[src/rtl/gat_argmax_pkg.sv]
// gat_argmax_pkg: FSM state codes, record type and width helpers
// shared by the GAT final-feature argmax block and its bench.
package gat_argmax_pkg;

  localparam logic [2:0] S_IDLE  = 3'd0;
  localparam logic [2:0] S_ISSUE = 3'd1;
  localparam logic [2:0] S_DRAIN = 3'd2;
  localparam logic [2:0] S_OUT   = 3'd3;
  localparam logic [2:0] S_FIN   = 3'd4;

  typedef struct packed {
    logic [15:0] node;
    logic [7:0]  cls;
  } pred_rec_t;

  function automatic int idx_w(input int n);
    return (n > 1) ? $clog2(n) : 1;
  endfunction

  function automatic int class_w(input int n_cls);
    return idx_w(n_cls);
  endfunction

  function automatic int node_w(input int n_nodes);
    return idx_w(n_nodes);
  endfunction

endpackage

[src/rtl/gat_feat_argmax_if.sv]
// gat_feat_argmax_if: valid/ready record stream (node, class).
// master drives valid/node/class, slave drives ready.
interface gat_feat_argmax_if #(
  parameter int NODE_W  = 12,
  parameter int CLASS_W = 3
);
  logic               pred_valid;
  logic               pred_ready;
  logic [NODE_W-1:0]  pred_node;
  logic [CLASS_W-1:0] pred_class;

  modport master (
    output pred_valid, pred_node, pred_class,
    input  pred_ready
  );

  modport slave (
    input  pred_valid, pred_node, pred_class,
    output pred_ready
  );
endinterface

[src/rtl/gat_argmax_cmp.sv]
// gat_argmax_cmp: tags issued reads through RDL stages, keeps running
// signed max/index; GAT_ARGMAX_SCORE_EN adds clr, max_o, tie_cnt.
module gat_argmax_cmp #(
  parameter int W       = 32,
  parameter int RDL     = 1,
  parameter int CLASS_W = 3
) (
  input  logic               clk,
  input  logic               rst_n,
  input  logic               in_v,
  input  logic [CLASS_W-1:0] in_idx,
  input  logic [W-1:0]       dout,
`ifdef GAT_ARGMAX_SCORE_EN
  input  logic               clr,
  output logic [W-1:0]       max_o,
  output logic [15:0]        tie_cnt,
`endif
  output logic [CLASS_W-1:0] idx_o
);

  logic [RDL-1:0]     v_sr;
  logic [CLASS_W-1:0] j_sr [RDL];
  logic [W-1:0]       max_q;
  logic [CLASS_W-1:0] idx_q;
  logic               v;
  logic               first;
  logic               gt;

  assign v     = v_sr[RDL-1];
  assign first = (j_sr[RDL-1] == '0);
  assign gt    = $signed(dout) > $signed(max_q);
  assign idx_o = idx_q;

  always_ff @(posedge clk or negedge rst_n) begin
    if (!rst_n) begin
      v_sr <= '0;
      for (int i = 0; i < RDL; i++) j_sr[i] <= '0;
    end else begin
      v_sr[0] <= in_v;
      j_sr[0] <= in_idx;
      for (int i = 1; i < RDL; i++) begin
        v_sr[i] <= v_sr[i-1];
        j_sr[i] <= j_sr[i-1];
      end
    end
  end

  // ties keep the earlier (lower) index
  always_ff @(posedge clk or negedge rst_n) begin
    if (!rst_n) begin
      max_q <= '0;
      idx_q <= '0;
    end else if (v && (first || gt)) begin
      max_q <= dout;
      idx_q <= j_sr[RDL-1];
    end
  end

`ifdef GAT_ARGMAX_SCORE_EN
  logic [15:0] tie_q;

  assign max_o   = max_q;
  assign tie_cnt = tie_q;

  always_ff @(posedge clk or negedge rst_n) begin
    if (!rst_n) begin
      tie_q <= '0;
    end else if (clr) begin
      tie_q <= '0;
    end else if (v && !first && dout == max_q
                 && tie_q != 16'hFFFF) begin
      tie_q <= tie_q + 16'd1;
    end
  end
`endif

endmodule

[src/rtl/gat_feat_argmax.sv]
// gat_feat_argmax: on gat_ready rise, reads each node's logits via BRAM port B and streams argmax.
// Ports: clk, rst_n, gat_ready, feat_bram_addrb/dout, pred stream, busy, done; GAT_ARGMAX_SCORE_EN: pred_score, tie_cnt.
module gat_feat_argmax
  import gat_argmax_pkg::*;
#(
  parameter int NEW_FEATURE_WIDTH  = 32,
  parameter int NUM_FEATURE_OUT    = 16,
  parameter int NUM_FEATURE_FINAL  = 7,
  parameter int NUM_SUBGRAPHS      = 2708,
  parameter int FEAT_STRIDE        = NUM_FEATURE_FINAL,
  parameter int RD_LATENCY         = 1,
  parameter int NEW_FEATURE_DEPTH  = NUM_SUBGRAPHS * NUM_FEATURE_OUT,
  parameter int NEW_FEATURE_ADDR_W = $clog2(NEW_FEATURE_DEPTH),
  parameter int CLASS_W            = class_w(NUM_FEATURE_FINAL),
  parameter int NODE_W             = node_w(NUM_SUBGRAPHS)
) (
  input  logic                          clk,
  input  logic                          rst_n,
  input  logic                          gat_ready,
  output logic [NEW_FEATURE_ADDR_W+1:0] feat_bram_addrb,
  input  logic [NEW_FEATURE_WIDTH-1:0]  feat_bram_dout,
  gat_feat_argmax_if.master             pred,
`ifdef GAT_ARGMAX_SCORE_EN
  output logic [NEW_FEATURE_WIDTH-1:0]  pred_score,
  output logic [15:0]                   tie_cnt,
`endif
  output logic                          busy,
  output logic                          done
);

  localparam int AW = NEW_FEATURE_ADDR_W;

  if (RD_LATENCY < 1 || RD_LATENCY > 3) begin : g_bad_lat
    $error("RD_LATENCY out of range 1..3");
  end

  if ((NUM_SUBGRAPHS - 1) * FEAT_STRIDE + NUM_FEATURE_FINAL
      > NEW_FEATURE_DEPTH) begin : g_bad_depth
    $error("last node read exceeds feature BRAM depth");
  end

  logic [2:0]         state_q;
  logic [NODE_W-1:0]  node_q;
  logic [AW-1:0]      base_q;
  logic [AW-1:0]      addr_q;
  logic [CLASS_W-1:0] k_q;
  logic [1:0]         dcnt_q;
  logic               gr_q;
  logic               valid_q;
  logic               busy_q;
  logic               done_q;
  logic               start;
  logic               issue;
  logic [CLASS_W-1:0] cls;

  assign start = (state_q == S_IDLE) && gat_ready && !gr_q;
  assign issue = (state_q == S_ISSUE);

  assign feat_bram_addrb = {addr_q, 2'b00};
  assign busy            = busy_q;
  assign done            = done_q;
  assign pred.pred_valid = valid_q;
  assign pred.pred_node  = node_q;
  assign pred.pred_class = cls;

  // addr_q is preloaded so it already holds base+k during ISSUE cycle k
  always_ff @(posedge clk or negedge rst_n) begin
    if (!rst_n) begin
      state_q <= S_IDLE;
      node_q  <= '0;
      base_q  <= '0;
      addr_q  <= '0;
      k_q     <= '0;
      dcnt_q  <= '0;
      gr_q    <= 1'b0;
      valid_q <= 1'b0;
      busy_q  <= 1'b0;
      done_q  <= 1'b0;
    end else begin
      gr_q   <= gat_ready;
      done_q <= 1'b0;
      unique case (state_q)
        S_IDLE: begin
          if (start) begin
            state_q <= S_ISSUE;
            node_q  <= '0;
            base_q  <= '0;
            addr_q  <= '0;
            k_q     <= '0;
            busy_q  <= 1'b1;
          end
        end
        S_ISSUE: begin
          if (k_q == CLASS_W'(NUM_FEATURE_FINAL - 1)) begin
            state_q <= S_DRAIN;
            dcnt_q  <= '0;
          end else begin
            k_q    <= k_q + CLASS_W'(1);
            addr_q <= addr_q + AW'(1);
          end
        end
        S_DRAIN: begin
          if (dcnt_q == 2'(RD_LATENCY - 1)) begin
            state_q <= S_OUT;
            valid_q <= 1'b1;
          end else begin
            dcnt_q <= dcnt_q + 2'd1;
          end
        end
        S_OUT: begin
          if (pred.pred_ready) begin
            valid_q <= 1'b0;
            if (node_q == NODE_W'(NUM_SUBGRAPHS - 1)) begin
              state_q <= S_FIN;
              done_q  <= 1'b1;
              busy_q  <= 1'b0;
            end else begin
              state_q <= S_ISSUE;
              node_q  <= node_q + NODE_W'(1);
              base_q  <= base_q + AW'(FEAT_STRIDE);
              addr_q  <= base_q + AW'(FEAT_STRIDE);
              k_q     <= '0;
            end
          end
        end
        S_FIN: begin
          state_q <= S_IDLE;
        end
        default: state_q <= S_IDLE;
      endcase
    end
  end

  gat_argmax_cmp #(
    .W       (NEW_FEATURE_WIDTH),
    .RDL     (RD_LATENCY),
    .CLASS_W (CLASS_W)
  ) u_cmp (
    .clk     (clk),
    .rst_n   (rst_n),
    .in_v    (issue),
    .in_idx  (k_q),
    .dout    (feat_bram_dout),
`ifdef GAT_ARGMAX_SCORE_EN
    .clr     (start),
    .max_o   (pred_score),
    .tie_cnt (tie_cnt),
`endif
    .idx_o   (cls)
  );

endmodule

[src/flat_wrapper.sv]
// flat-port wrapper written by rule: the top's interface ports become plain ports
module gat_feat_argmax_flat import gat_argmax_pkg::*;
#(
  parameter int NEW_FEATURE_WIDTH  = 32,
  parameter int NUM_FEATURE_OUT    = 16,
  parameter int NUM_FEATURE_FINAL  = 7,
  parameter int NUM_SUBGRAPHS      = 2708,
  parameter int FEAT_STRIDE        = NUM_FEATURE_FINAL,
  parameter int RD_LATENCY         = 1,
  parameter int NEW_FEATURE_DEPTH  = NUM_SUBGRAPHS * NUM_FEATURE_OUT,
  parameter int NEW_FEATURE_ADDR_W = $clog2(NEW_FEATURE_DEPTH),
  parameter int CLASS_W            = class_w(NUM_FEATURE_FINAL),
  parameter int NODE_W             = node_w(NUM_SUBGRAPHS)
)
  (clk, rst_n, gat_ready, feat_bram_addrb, feat_bram_dout, busy, done, pred_pred_valid, pred_pred_node, pred_pred_class, pred_pred_ready);
  gat_feat_argmax_if #(.NODE_W(NODE_W), .CLASS_W(CLASS_W)) pred_i ();
  input  logic clk;
  input  logic rst_n;
  input  logic gat_ready;
  output logic [NEW_FEATURE_ADDR_W+1:0] feat_bram_addrb;
  input  logic [NEW_FEATURE_WIDTH-1:0] feat_bram_dout;
  output logic busy;
  output logic done;
  output wire logic [$bits(pred_i.pred_valid)-1:0] pred_pred_valid;
  output wire logic [$bits(pred_i.pred_node)-1:0] pred_pred_node;
  output wire logic [$bits(pred_i.pred_class)-1:0] pred_pred_class;
  input wire logic [$bits(pred_i.pred_ready)-1:0] pred_pred_ready;
  assign pred_pred_valid = pred_i.pred_valid;
  assign pred_pred_node = pred_i.pred_node;
  assign pred_pred_class = pred_i.pred_class;
  assign pred_i.pred_ready = pred_pred_ready;
  gat_feat_argmax #(.NEW_FEATURE_WIDTH(NEW_FEATURE_WIDTH), .NUM_FEATURE_OUT(NUM_FEATURE_OUT), .NUM_FEATURE_FINAL(NUM_FEATURE_FINAL), .NUM_SUBGRAPHS(NUM_SUBGRAPHS), .FEAT_STRIDE(FEAT_STRIDE), .RD_LATENCY(RD_LATENCY), .NEW_FEATURE_DEPTH(NEW_FEATURE_DEPTH), .NEW_FEATURE_ADDR_W(NEW_FEATURE_ADDR_W), .CLASS_W(CLASS_W), .NODE_W(NODE_W)) u_core (.clk(clk), .rst_n(rst_n), .gat_ready(gat_ready), .feat_bram_addrb(feat_bram_addrb), .feat_bram_dout(feat_bram_dout), .pred(pred_i), .busy(busy), .done(done));
endmodule
[config.mk]
export PLATFORM = sky130hd
export DESIGN_NAME = gat_feat_argmax_flat
export DESIGN_NICKNAME = d
export VERILOG_FILES = /design/src/rtl/gat_argmax_pkg.sv /design/src/rtl/gat_feat_argmax_if.sv /design/src/rtl/gat_argmax_cmp.sv /design/src/rtl/gat_feat_argmax.sv /design/src/flat_wrapper.sv
export SDC_FILE = /design/constraint.sdc
export NUM_CORES = 1
export LEC_CHECK = 0
export ABC_AREA = 1
export CAP_MARGIN = 10
export CORE_MARGIN = 3
export CORE_UTILIZATION = 50
export DETAILED_ROUTE_END_ITERATION = 10
export GPL_ROUTABILITY_DRIVEN = 0
export PLACE_DENSITY = 0.73
export SETUP_SLACK_MARGIN = 0.5
export SYNTH_ARGS = -nofsm -noshare
export SYNTH_HDL_FRONTEND = slang
export SYNTH_SLANG_ARGS = --single-unit
[constraint.sdc]
create_clock -name clk -period 2.6 [get_ports clk]
set_clock_uncertainty 0.2 [all_clocks]
set_input_delay 0.39 -clock clk [delete_from_list [all_inputs] [get_ports clk]]
set_output_delay 0.39 -clock clk [all_outputs]
set_load 0.02 [all_outputs]
==> results of run 1 <==
registers in the layout (all words and copies together), names as in the netlist, 3 cells and up:
| register | count |
|---|---|
| u_core.k_q | 3 |
| u_core.u_cmp.j_sr | 3 |
| u_core.pred.pred_node | 12 |
| u_core.u_cmp.idx_o | 3 |
| u_core.state_q | 3 |
| u_core.base_q | 16 |
| u_core.u_cmp.max_q | 32 |
| u_core.addr_q | 16 |
worst reg2reg max path: cells and delay by family, from the launching register on:
kind	cells	cell delay, ns
flip-flops	1	0.37
buffers and inverters	3	0.34
AND/OR/NAND/NOR	11	1.10
adder cells (fa/ha/maj)	1	0.27
power groups by stage:
| stage | Clock, W | Combinational, W | Sequential, W |
|---|---|---|---|
| 6_report | 0.00106 | 0.00625 | 0.00241 |
| 3_3_place_gp | 0 | 0.00356 | 0.00236 |
| 4_1_cts | 0.00107 | 0.00417 | 0.00236 |
| 3_5_place_dp | 0 | 0.00369 | 0.00238 |
| 5_1_grt | 0.00115 | 0.00673 | 0.00246 |
| 2_1_floorplan | 0 | 0.00237 | 0.00244 |
cells in the mapped netlist (2+ instances only):
library cell / n
nand2_1: 188
a21oi_1: 30
nor4_1: 5
xor2_1: 8
o21bai_1: 2
clkbuf_1: 7
nor2_1: 59
a31oi_1: 9
inv_1: 96
nand4_1: 14
o21ai_0: 46
o21ai_1: 5
dfrtp_1: 95
buf_2: 8
o31ai_1: 5
a22oi_1: 2
ha_1: 38
buf_6: 3
a21o_1: 2
or2_2: 3
nand2_2: 3
nand3_1: 71
buf_4: 5
nor3_1: 13
layer usage:
| metal | part of all wire | up-vias | wire, um | track usage |
|---|---|---|---|---|
| met3 | 0.073 | 64 | 1290 | 0.0391 |
| li1 | - | 2714 | - | - |
| met5 | 0 | - | 0 | 0 |
| met2 | 0.49 | 286 | 8690 | 0.390 |
| met4 | 0.034 | 0 | 594 | 0.0852 |
| met1 | 0.40 | 2764 | 7070 | 0.322 |
worst paths after layout:
check,endpoint,cells after the start,from
min,u_core.u_cmp.max_q[27]$_DFFE_PN0P_,3,feat_bram_dout[27]
max in group asynchronous,u_core.base_q[2]$_DFFE_PN0P_,3,rst_n
min reg2reg,u_core.u_cmp.j_sr[2]$_DFF_PN0_,0,u_core.k_q[2]$_DFFE_PN0P_
min in group asynchronous,u_core.k_q[2]$_DFFE_PN0P_,2,rst_n
max,u_core.u_cmp.max_q[25]$_DFFE_PN0P_,15,feat_bram_dout[25]
max reg2reg,u_core.u_cmp.max_q[4]$_DFFE_PN0P_,15,u_core.u_cmp.max_q[31]$_DFFE_PN0P_
metrics by stage:
stage	cells	instance area (um^2)	utilization
floorplan	732	5660	-
global placement	945	6650	0.628
detailed placement	945	6650	0.628
CTS	986	7220	0.681
global route	1031	8280	0.781
finish	1031	8280	0.781
layout make-up:
type	count	area share
tap	136	0.0206
timing repair buffer	169	0.207
sequential	95	0.288
inverter	98	0.0463
clock inverter	3	0.00484
clock buffer	13	0.0204
multi-input combinational	517	0.413
cells by family (layout without fill, tap and decap cells):
logic type	count (synthesis)	count (layout)	synth area share
AOI/OAI and AO/OA	104	104	0.102
xor gates and xnor gates	8	8	0.0126
adders and majority gates	38	38	0.0853
buffers and inverters	122	283	0.0916
DFF	95	95	0.426
other	1	2	0.000673
and+or+nand+nor	363	365	0.282
repair_timing:
action,in CTS,in global routing
endpoints found under the setup margin,83,87
hold buffers,1,0
pin swaps,19,39
resized for setup,62,191
hold endpoints to repair,46,0
gates cloned,2,11
buffers inserted,22,34
==> results_dict.tcl, run 1 <==
set metrics [dict create \
    timing_worst_setup_path_type "primary input to register" \
    detailedPlacementHpwl_um 9920 \
    peak_per_stage_delay_on_the_critical_path_ns 0.43 \
    viasPerCell 5.65 \
    clkSlewWorstSetupHoldPaths_ns 0.09 \
    wl_per_cell_um 17.1 \
    area_share_of_the_largest_cell_type_after_synthesis 0.426 \
    cp_top_family "simple AND/OR/NAND/NOR gates" \
    leakage_nw 4.03 \
    die_y_um 112 \
    finalSetupViolCount 0 \
    first_iter_violations 605 \
    grt_max_degree 50 \
    asyncSetResetFlopFracSynth 1.00 \
    number_of_enable_type_register_cells_in_the_synthesized_netlist 0 \
    synth.yosys.seq_area_share 0.426 \
    share_comb_of_total_power 0.643 \
    worst_setup_path_end_kind "register" \
    initial_standard_cell_utilization_of_the_core 0.526 \
    worst_slew_margin_rel 0.545 \
    cap_viol_max_count 0 \
    worst_slack_ns 0.158 \
    average_size_of_a_mapped_cell_um2 7.63 \
    floorplan_die_area_um2 12500 \
    layout.cells.most_common "nand2_1" \
    coreArea_um2 10600 \
    yosysWarnings 0 \
    cts.sink_count 95 \
    drc_errors 0 \
    sw_frac_of_total 0.448 \
    global_route.usage.total 0.239 \
    dr_total_vias 5828 \
    fillers 676 \
    htree_num_levels 3 \
    power_frac_seq 0.248 \
    grt_first_pass_wirelength_um 24500 \
    grt_setup_unrepaired "true" \
    globalRouteOverflowTotal 0 \
    die_width_um 112 \
    ys_dominant_reg_cell "dfrtp_1" \
    multi_input_combinational_cell_area_um2 3420 \
    cpMaxStageDelayCell "clkdlybuf4s50_1" \
    finalHoldViolCount 0 \
    seqCellArea_um2 2390 \
    diodes 0 \
    rows 37 \
    reg2reg_slack_ns 0.20 \
    irDropWorstVdd_v 0.000679 \
    worst_case_setup_slack_after_placement_ns -0.185 \
    synth_area_leader_cell "dfrtp_1" \
    fin_crit_ns 2.44 \
    timing.final.crit_share 0.939 \
    critical_path.cell_chain "clkdlybuf4s50_1 -> ha_1 -> a21oi_1 -> o21ai_0 -> nand2_1 -> nand3_1 -> nor2_2 -> nand2_1 -> nand2_1 -> nand3_2 -> nand2_4 -> nand2_8 -> clkbuf_16 -> nand2_1 -> nand2_1" \
    max_freq_mhz 409 \
    drt_pass1_iterations 6 \
    synth.top_cells.by_area "dfrtp_1 (43%), nand2_1 (13%), ha_1 (8.5%)" \
    drive_gt1_frac 0.306 \
    clock_network_power_share 0.109 \
    synth_area_um2 5580 \
    power-per-cell-area_nw_per_um2 1170 \
    tightestPinTransition_ns 0.683 \
    critical_path.max_fanout 8 \
    psw_w 0.00436 \
    min-delay-path-class "primary input to register" \
    syn2layout_area_growth_pct 48.4 \
    grt_antenna_before_repair 0 \
    hold_slack_ns 0.202 \
    final.setup.tns_ns 0 \
    cts_buffers 9 \
    antenna_left 0 \
    layout_common_cells "nand2_1 (144), dfrtp_1 (88), inv_1 (84)" \
    critical_path_s_most_frequent_cell "nand2_1" \
    worstPathRequired_ns 2.69 \
    yosys.cell_types.count 38 \
    synth_seq_cells 95 \
    clock_tree.buffer_depth 2 \
    critical_path.startpoint_type "primary input" \
    critPathBufInv 2 \
    critPathArrivalTime_ns 2.53 \
    synthesized_instance_count 731 \
    finalNetCount 964 \
    p_total_w 0.00972 \
    port_buffers 69 \
    tritoncts "built" \
    worstSkewPairLatency_ns 0.39 \
    power_report.internal_total_w 0.00536 \
    run_status "complete, no violations" \
    report.final.slew_viol_count 0 \
    grt_pass1_vias 5110 \
    num_io_pins 72 \
    clock_tree.root_cell "clkbuf_8" \
    drt-total-wl_um 17600 \
]
Note: power is estimated with default switching activity, not from simulation.
==> run 2: changes to the inputs <==
--- a/config.mk
+++ b/config.mk
@@ -7,7 +7,7 @@
 export LEC_CHECK = 0
 export ABC_AREA = 1
 export CAP_MARGIN = 10
-export CORE_MARGIN = 3
+export CORE_MARGIN = 1
 export CORE_UTILIZATION = 50
 export DETAILED_ROUTE_END_ITERATION = 10
 export GPL_ROUTABILITY_DRIVEN = 0
==> run 2 against run 1 <==
Net effect:
- clock power up 14%
- sequential share of layout area decreased by 1.3 points
- routed wire length rose by 5.4%
- cell area up 4.6%
- critical path depth up 1
- power rose by 10%
- combinational power up 13%
- flip-flop and latch count is the same
- core utilization rose by 1.8 points
- sequential power hardly changed
- critical path type is now register to register
- critical endpoint is now u_core.u_cmp.max_q[9]$_DFFE_PN0P_
- largest power group unchanged
==> results_dict.tcl, run 2 (synthesis gave the netlist of run 1 again) <==
set metrics [dict create \
    timing.final.crit_share 0.941 \
    clock_tree.root_cell "clkbuf_8" \
    critPathArrivalTime_ns 2.52 \
    global_route.usage.total 0.277 \
    antenna_left 0 \
    die_width_um 108 \
    worstSkewPairLatency_ns 0.40 \
    grt_setup_unrepaired "true" \
    busiest_layer "met2" \
    peak_per_stage_delay_on_the_critical_path_ns 0.39 \
    num_io_pins 72 \
    viasPerCell 5.82 \
    power_report.internal_total_w 0.00604 \
    layout.cells.most_common "nand2_1" \
    power-per-cell-area_nw_per_um2 1240 \
    drive_gt1_frac 0.325 \
    timing_worst_setup_path_type "register to register" \
    power_frac_seq 0.228 \
    finalNetCount 952 \
    grt_pass1_vias 5420 \
    share_comb_of_total_power 0.659 \
    grt_use_met3 0.0460 \
    fin_crit_ns 2.45 \
    grt_antenna_before_repair 0 \
    dr_total_vias 5950 \
    drt-total-wl_um 18600 \
    final.setup.tns_ns 0 \
    max_ffs_per_register 32 \
    irDropWorstVdd_v 0.000600 \
    coreArea_um2 10800 \
    wl_per_cell_um 18.2 \
    globalRouteOverflowTotal 0 \
    worst_case_setup_slack_after_placement_ns -0.219 \
    drt_pass1_iterations 5 \
    global_route.usage.met1 0.343 \
    finalSetupViolCount 0 \
    worst_setup_path_end_kind "register" \
    critical_path.cell_chain "inv_1 -> ha_4 -> nand2_2 -> buf_4 -> nor2_1 -> nor2_1 -> nand3_1 -> nor2_2 -> nand2_1 -> nand2_1 -> nand3_2 -> nand2_4 -> nand2_4 -> buf_6 -> nand2_1 -> nand2_1" \
    syn2layout_area_growth_pct 55.3 \
    die_y_um 108 \
    report.final.slew_viol_count 0 \
    layout_common_cells "nand2_1 (153), dfrtp_1 (87), inv_1 (83)" \
    tightestPinTransition_ns 0.715 \
    drc_errors 0 \
    psw_w 0.00468 \
    worst_slack_ns 0.154 \
    detailedPlacementHpwl_um 9720 \
    reg_top3 "u_core.u_cmp.max_q (32), u_core.addr_q (16), u_core.base_q (16)" \
    port_buffers 69 \
    worstPathRequired_ns 2.67 \
    grt_max_degree 41 \
    cpMaxStageDelayCell "dfrtp_1" \
    leakage_nw 4.05 \
    worst_slew_margin_rel 0.523 \
    final_core_util 0.799 \
    initial_standard_cell_utilization_of_the_core 0.514 \
    critical_path_s_most_frequent_cell "nand2_1" \
    regMostFlops "u_core.u_cmp.max_q" \
    critical_path.max_fanout 9 \
    clkSlewWorstSetupHoldPaths_ns 0.10 \
    run_status "complete, no violations" \
    max_freq_mhz 409 \
    clock_tree.buffer_depth 2 \
    dpl_cell_area_um2 6640 \
    globalRouteMet2Util 0.473 \
    postLayoutCellArea_um2 8660 \
    sw_frac_of_total 0.437 \
    diodes 0 \
    rows 38 \
    cts_buffers 9 \
    tritoncts "built" \
    floorplan_die_area_um2 11600 \
    cap_viol_max_count 0 \
    p_total_w 0.0107 \
    first_iter_violations 544 \
    grt_first_pass_wirelength_um 24900 \
    critical_path.startpoint_type "register" \
    finalHoldViolCount 0 \
    cts.sink_count 95 \
    min-delay-path-class "primary input to register" \
    htree_num_levels 3 \
    clock_network_power_share 0.113 \
]
run 2: cell types whose count changed in the layout (fill, tap and decap cells not counted), moves of 5 or more:
cell / previous run / this run
ha_1: 28 / 20
a21oi_1: 23 / 16
buf_16: 2 / 8
buf_4: 68 / 49
nand3_1: 57 / 42
a21oi_2: 7 / 12
o31ai_4: 0 / 5
o21ai_2: 22 / 16
nand2_2: 25 / 20
o21ai_1: 10 / 19
ha_4: 10 / 17
o31ai_1: 5 / 0
nand2_1: 144 / 153
nand3_2: 13 / 26
run 2: routing by layer:
layer	routed length [um]	up-vias
met2	9600	321
met3	1240	73
li1	-	2682
met5	0	-
met1	7010	2874
met4	753	0
run 2: layout make-up:
type / count / area [um^2]
inverter: 98 / 388
multi-input combinational: 515 / 3630
clock inverter: 6 / 108
timing repair buffer: 159 / 1830
tap: 140 / 175
sequential: 95 / 2390
clock buffer: 10 / 138
fill: 638 / 2180
run 2: worst max-delay path, delay by kind of cell, from the launching register on:
family / cells / cell delay (ns)
AND/OR/NAND/NOR: 12 / 1.13
buffers and inverters: 3 / 0.41
flip-flops: 1 / 0.39
adder cells (fa/ha/maj): 1 / 0.20
run 2: power groups by stage:
stage / Sequential, W / Combinational, W / Clock (W)
2_1_floorplan: 0.00244 / 0.00237 / 0
3_3_place_gp: 0.00236 / 0.00353 / 0
3_5_place_dp: 0.00238 / 0.00367 / 0
4_1_cts: 0.00236 / 0.00525 / 0.00122
5_1_grt: 0.00248 / 0.00752 / 0.00128
6_report: 0.00244 / 0.00707 / 0.00121
run 2: final timing paths:
check | startpoint | to | slack [ns] | cells after the start
setup / recovery | u_core.u_cmp.max_q[30]$_DFFE_PN0P_ | u_core.u_cmp.max_q[9]$_DFFE_PN0P_ | 0.15 | 16
hold / removal | feat_bram_dout[26] | u_core.u_cmp.max_q[26]$_DFFE_PN0P_ | 0.09 | 3
min in group asynchronous | rst_n | u_core.u_cmp.max_q[5]$_DFFE_PN0P_ | 0.33 | 2
setup reg to reg | u_core.u_cmp.max_q[30]$_DFFE_PN0P_ | u_core.u_cmp.max_q[9]$_DFFE_PN0P_ | 0.15 | 16
max in group asynchronous | rst_n | u_core.u_cmp.max_q[24]$_DFFE_PN0P_ | 1.15 | 3
hold reg to reg | u_core.k_q[2]$_DFFE_PN0P_ | u_core.u_cmp.j_sr[2]$_DFF_PN0_ | 0.26 | 0
run 2: repair_timing:
| action | 4_1_cts | 5_1_grt |
|---|---|---|
| endpoints found under the hold margin | 38 | 0 |
| hold buffers | 1 | 0 |
| setup buffers | 22 | 23 |
| cloned | 8 | 7 |
| gates resized for setup | 99 | 200 |
| pin swaps | 43 | 62 |
| endpoints found under the setup margin | 81 | 89 |
run 2: per-stage QoR:
step | instances | hold WS, ns
4_1_cts | 993 | 0.201
5_1_grt | 1023 | 0.0967
2_1_floorplan | 732 | -0.106
3_5_place_dp | 946 | 0.197
3_3_place_gp | 946 | 0.181
6_report | 1023 | 0.0898
